`src/rtl/expander_graph_dma_mc.sv`:
```
// expander_graph_dma_mc
// Multi-channel DMA read-request generator for expander-graph encoding.
// NUM_CH row streams share one request port. A round-robin arbiter picks the
// channel, outstanding responses are counted, and completion is reported
// once every issued beat has come back.
//
// Ports:
//   clk, rst_n        clock, asynchronous active-low reset
//   start_i           launch a transfer (sampled only in IDLE)
//   ch_en_i           per-channel enable, latched at start
//   base_addr_i       per-channel base byte address, channel c at [c*ADDR_W +: ADDR_W]
//   len_i             beats per enabled channel, latched at start
//   req_valid_o/req_ready_i/req_addr_o/req_ch_o   registered read-request port
//   rsp_valid_i       one beat response returned
//   busy_o            transfer in progress (INIT/EXEC/DONE)
//   done_o            one-cycle completion pulse
//   err_o             sticky: response seen with nothing outstanding
module expander_graph_dma_mc #(
  parameter int NUM_CH     = 4,
  parameter int ADDR_W     = 32,
  parameter int LEN_W      = 16,
  parameter int BEAT_BYTES = 64,
  parameter int MAX_OUTST  = 8,
  localparam int CH_W      = (NUM_CH > 1) ? $clog2(NUM_CH) : 1
) (
  input  logic                     clk,
  input  logic                     rst_n,
  input  logic                     start_i,
  input  logic [NUM_CH-1:0]        ch_en_i,
  input  logic [NUM_CH*ADDR_W-1:0] base_addr_i,
  input  logic [LEN_W-1:0]         len_i,
  output logic                     req_valid_o,
  input  logic                     req_ready_i,
  output logic [ADDR_W-1:0]        req_addr_o,
  output logic [CH_W-1:0]          req_ch_o,
  input  logic                     rsp_valid_i,
  output logic                     busy_o,
  output logic                     done_o,
  output logic                     err_o
);

  localparam int OUT_W = $clog2(MAX_OUTST + 1);
  localparam int SHIFT = $clog2(BEAT_BYTES);

  typedef enum logic [1:0] {IDLE, INIT, EXEC, DONE} state_t;

  state_t              state_reg, state_next;
  logic [NUM_CH-1:0]   ch_en_reg;
  logic [ADDR_W-1:0]   base_reg   [NUM_CH];
  logic [ADDR_W-1:0]   base_in    [NUM_CH];
  logic [LEN_W-1:0]    len_reg;
  logic [LEN_W-1:0]    issued_reg [NUM_CH];
  logic [LEN_W-1:0]    issued_next[NUM_CH];
  logic [NUM_CH-1:0]   eligible, finished;
  logic [OUT_W-1:0]    outst_reg, outst_next;
  logic [CH_W-1:0]     rr_reg, rr_next;
  logic                req_valid_reg, req_valid_next;
  logic [ADDR_W-1:0]   req_addr_reg, req_addr_next;
  logic [CH_W-1:0]     req_ch_reg, req_ch_next;
  logic                err_reg;
  logic                hs, rsp_err, start_take;
  logic                pick_found;
  logic [CH_W-1:0]     pick_ch;
  logic [ADDR_W-1:0]   pick_addr;

  assign hs         = req_valid_reg & req_ready_i;
  assign start_take = (state_reg == IDLE) & start_i;

  // Eligibility is evaluated on the post-handshake issue counts so that a new
  // request can be registered in the same cycle the previous one is accepted.
  for (genvar gi = 0; gi < NUM_CH; gi++) begin : g_ch
    assign base_in[gi]     = base_addr_i[gi*ADDR_W +: ADDR_W];
    assign issued_next[gi] = issued_reg[gi] + LEN_W'(hs && (req_ch_reg == CH_W'(gi)));
    assign eligible[gi]    = ch_en_reg[gi] && (issued_next[gi] < len_reg);
    assign finished[gi]    = !ch_en_reg[gi] || (issued_reg[gi] == len_reg);
  end

  assign rr_next = !hs ? rr_reg :
                   (req_ch_reg == CH_W'(NUM_CH - 1)) ? '0 : req_ch_reg + CH_W'(1);

  // Outstanding bookkeeping; a simultaneous issue and return cancel out.
  always_comb begin
    outst_next = outst_reg;
    rsp_err    = 1'b0;
    if (hs && !rsp_valid_i) begin
      outst_next = outst_reg + OUT_W'(1);
    end else if (!hs && rsp_valid_i) begin
      if (outst_reg == '0) rsp_err = 1'b1;
      else                 outst_next = outst_reg - OUT_W'(1);
    end
  end

  // Round-robin: first eligible channel at or after the pointer, wrapping.
  always_comb begin
    int idx;
    pick_found = 1'b0;
    pick_ch    = rr_next;
    for (int k = 0; k < NUM_CH; k++) begin
      idx = int'(rr_next) + k;
      if (idx >= NUM_CH) idx = idx - NUM_CH;
      if (!pick_found && eligible[idx]) begin
        pick_found = 1'b1;
        pick_ch    = CH_W'(idx);
      end
    end
    pick_addr = base_reg[pick_ch] + (ADDR_W'(issued_next[pick_ch]) << SHIFT);
  end

  always_comb begin
    state_next     = state_reg;
    req_valid_next = 1'b0;
    req_addr_next  = req_addr_reg;
    req_ch_next    = req_ch_reg;
    case (state_reg)
      IDLE: if (start_i) state_next = INIT;
      INIT: begin
        if (len_reg == '0 || ch_en_reg == '0) begin
          state_next = DONE;
        end else begin
          state_next     = EXEC;
          req_valid_next = pick_found && (outst_next < OUT_W'(MAX_OUTST));
          req_addr_next  = pick_addr;
          req_ch_next    = pick_ch;
        end
      end
      EXEC: begin
        if ((&finished) && outst_reg == '0 && !hs) begin
          state_next = DONE;
        end else if (!req_valid_reg || hs) begin
          req_valid_next = pick_found && (outst_next < OUT_W'(MAX_OUTST));
          req_addr_next  = pick_addr;
          req_ch_next    = pick_ch;
        end else begin
          // Stalled by the consumer: hold the presented request unchanged.
          req_valid_next = 1'b1;
        end
      end
      DONE:    state_next = IDLE;
      default: state_next = IDLE;
    endcase
  end

  always_ff @(posedge clk or negedge rst_n) begin
    if (!rst_n) begin
      state_reg     <= IDLE;
      ch_en_reg     <= '0;
      len_reg       <= '0;
      outst_reg     <= '0;
      rr_reg        <= '0;
      req_valid_reg <= 1'b0;
      req_addr_reg  <= '0;
      req_ch_reg    <= '0;
      err_reg       <= 1'b0;
      for (int c = 0; c < NUM_CH; c++) begin
        base_reg[c]   <= '0;
        issued_reg[c] <= '0;
      end
    end else begin
      state_reg     <= state_next;
      outst_reg     <= outst_next;
      rr_reg        <= rr_next;
      req_valid_reg <= req_valid_next;
      req_addr_reg  <= req_addr_next;
      req_ch_reg    <= req_ch_next;
      // A new start clears the sticky error, but a same-cycle bad response still sets it.
      err_reg       <= (err_reg & ~start_take) | rsp_err;
      if (start_take) begin
        ch_en_reg <= ch_en_i;
        len_reg   <= len_i;
      end
      for (int c = 0; c < NUM_CH; c++) begin
        if (start_take) begin
          base_reg[c]   <= base_in[c];
          issued_reg[c] <= '0;
        end else begin
          issued_reg[c] <= issued_next[c];
        end
      end
    end
  end

  assign req_valid_o = req_valid_reg;
  assign req_addr_o  = req_addr_reg;
  assign req_ch_o    = req_ch_reg;
  assign busy_o      = (state_reg != IDLE);
  assign done_o      = (state_reg == DONE);
  assign err_o       = err_reg;

endmodule

```
`config.mk`:
```
export PLATFORM = sky130hd
export DESIGN_NAME = expander_graph_dma_mc
export DESIGN_NICKNAME = d
export VERILOG_FILES = /design/src/rtl/expander_graph_dma_mc.sv
export SDC_FILE = /design/constraint.sdc
export NUM_CORES = 1
export LEC_CHECK = 0
export ABC_AREA = 1
export CORE_MARGIN = 2
export CORE_UTILIZATION = 52
export DETAILED_ROUTE_END_ITERATION = 12
export GPL_TIMING_DRIVEN = 1
export PLACE_DENSITY = 0.79
export SYNTH_ARGS = -nofsm -noshare
export SYNTH_HDL_FRONTEND = slang
export SYNTH_SLANG_ARGS = --single-unit
```
`constraint.sdc`:
```
create_clock -name clk -period 9.4 [get_ports clk]
set_clock_uncertainty 0.15 [all_clocks]
set_input_delay 2.82 -clock clk [delete_from_list [all_inputs] [get_ports clk]]
set_output_delay 2.82 -clock clk [all_outputs]
set_load 0.02 [all_outputs]
```
==> run metrics <==
outcome=finished clean; layout cells sized above 1=14.08%; Clk Latency, worst-skew pair=0.56 ns; vias in the first global route=15080; std cell rows=63; Max clock buf depth=3; syn_nets=2397; ANT cells=0; first-pass GRT wire length=76030 um; DP HPWL=34900 um; DRT Wirelength=48580 um; initial antenna violation count=0; Core ar.=29870 sq um; Reg clk slew, reported paths=0.06 ns; Total Die Area=31930 sq um; MaxCap Viol Count=0; Critical-path top delay cell=fa_2; CTS buffer count=29; Worst Setup End Kind=register; post-synthesis cell count=2145; #FFs+latches synth=256; global route total overflow=0; Hold-fix buffers, CTS=0; synth warn=0; ys async rst share=100.0%; clk sinks=256; Crit path max-delay family=simple AND/OR/NAND/NOR gates; FMAX=111.4 MHz; Netlist cell types=55; WS Path Type=input port to register; TritonRoute pass-1 iters=6; period utilization=95.54%; CP Data Required Time=9.71 ns; startpoint types=input port; Final Core Density=68.74%; count of pins over their slew limit=0; final hold violation count=0; ys flop type=dfrtp_1; max FFs per register=128; CTS H-tree lvls=1; GP Congestion=0.9733; DRT iter0 DRCs=1445; Root Buffer=clkbuf_16; CP peak stage delay=0.38 ns; Tmin final=8.981 ns; Worst Path Buf+Inv=6; average wire per standard cell=17.06 um; Ports=191; GRT Total Usage=30.30%; Initial Util=53.12%; worst slew pin tran=1.140 ns; CP arrival=9.29 ns; placed inst area=19020 sq um; EDFF count, synth=0; worst relative slew slack=24.03%; TritonCTS clock tree=yes; Syn Area/Cell=7.398 sq um; Die X-Extent=178.7 um; vias per cell=5.421; Design Area, Final=20540 sq um; Residual DRC=0; mapped cell area=15870 sq um; min-delay worst type=register to register; post-route ant nets=0; synthesis-to-layout area growth=29.41%; vias=15440; nets=2690; Die Y=178.7 um; # setup viols final=0; post-synthesis sequential area ratio=40.37%; largest net degree at the start of global routing=187; IO buf count=190; worst-path fanout max=5
[path summary, 6_finish.rpt]
path,from,endpoint,slack [ns],cells after the start
min in group asynchronous,rst_n,issued_reg[56]$_DFF_PN0_,2.13,1
max reg2reg,req_ch_o[0]$_DFFE_PN0P_,req_addr_o[26]$_DFFE_PN0P_,2.13,56
max,req_ready_i,req_addr_o[26]$_DFFE_PN0P_,0.42,50
min,base_reg[85]$_DFFE_PN0P_,base_reg[85]$_DFFE_PN0P_,0.33,2
min reg2reg,base_reg[85]$_DFFE_PN0P_,base_reg[85]$_DFFE_PN0P_,0.33,2
max in group asynchronous,rst_n,base_reg[68]$_DFFE_PN0P_,5.67,2
[logic make-up after synthesis]
kind of cell	count (synthesis)	share of synthesized area [%]
AOI/OAI and AO/OA	307	10.64
xor gates and xnor gates	83	4.699
adders and majority gates	99	7.853
buffers and inverters	350	8.768
DFF	256	40.37
and+or+nand+nor	1050	27.67
[area by class of cell]
class                      count  area (sq um)
fill                        2365          9339
inverter                     263          1007
tap                          390         488.0
timing repair buffer         349          3183
clock inverter                12         181.4
sequential                   256          6406
clock buffer                  39         823.3
multi-input combinational   1539          8447
[what timing repair did]
item                                    4_1_cts  5_1_grt
cloned                                        0        2
pin swaps                                     3       46
endpoints found under the setup margin       15       18
setup buffers                                 0       11
resized for setup                            14       96
hold endpoints to repair                      0        0
[worst min-delay path, stage by stage, from the launching register on]
cell and delay (ns):
dfrtp_1 0.34, nand2_1 0.05, nand2_1 0.05
[routing by layer]
layer / track usage [%] / vias to the layer above / part of all wire, % / wire length [um]
met5: 0 / - / 0 / 0
met4: 10.26 / 0 / 3.7 / 1792
met3: 5.407 / 119 / 8.1 / 3948
met2: 49.29 / 638 / 46 / 22570
met1: 40.97 / 7300 / 42 / 20260
li1: - / 7382 / - / -
[cell usage after synthesis (16+ instances only)]
library cell  count  area, sq um
clkbuf_1         62        232.7
inv_1           255        957.2
o21ai_0         175        875.8
buf_2            16        80.08
xnor2_1          35        306.5
nand4_1          17        106.4
nand2_1         668         2507
o22ai_1          20        125.1
nor3_1           16        80.08
nand3_1          73        365.4
xor2_1           47        411.6
nor2_1          213        799.5
dfrtp_1         256         6406
ha_1             98         1226
a21oi_1          61        305.3
[metrics by stage]
stage	TNS, ns	worst slack [ns]	hold slack (ns)	std cells
final	0	0.4194	0.3251	2848
after global placement	-8.741	-0.6761	0.3072	2784
after CTS	0	0.1359	0.3268	2835
after global routing	-1.388	-0.1738	0.3447	2848
after floorplan	0	0.2048	0.2914	2145
after detailed placement	-13.55	-0.9602	0.3102	2784
[layout by cell type (no fill, tap or decap), drive strengths merged, types with 61 or more instances in the layout]
cell	Yosys	routed
ha	98	98
a21oi	61	61
clkdlybuf4s50	0	188
dfrtp	256	256
nand2	689	689
inv	262	265
nand3	85	85
nor2	219	219
buf	25	158
o21ai	189	189
Power is not shown: default switching activity piles up to over one toggle a cycle in this logic, so the estimate is an artifact.
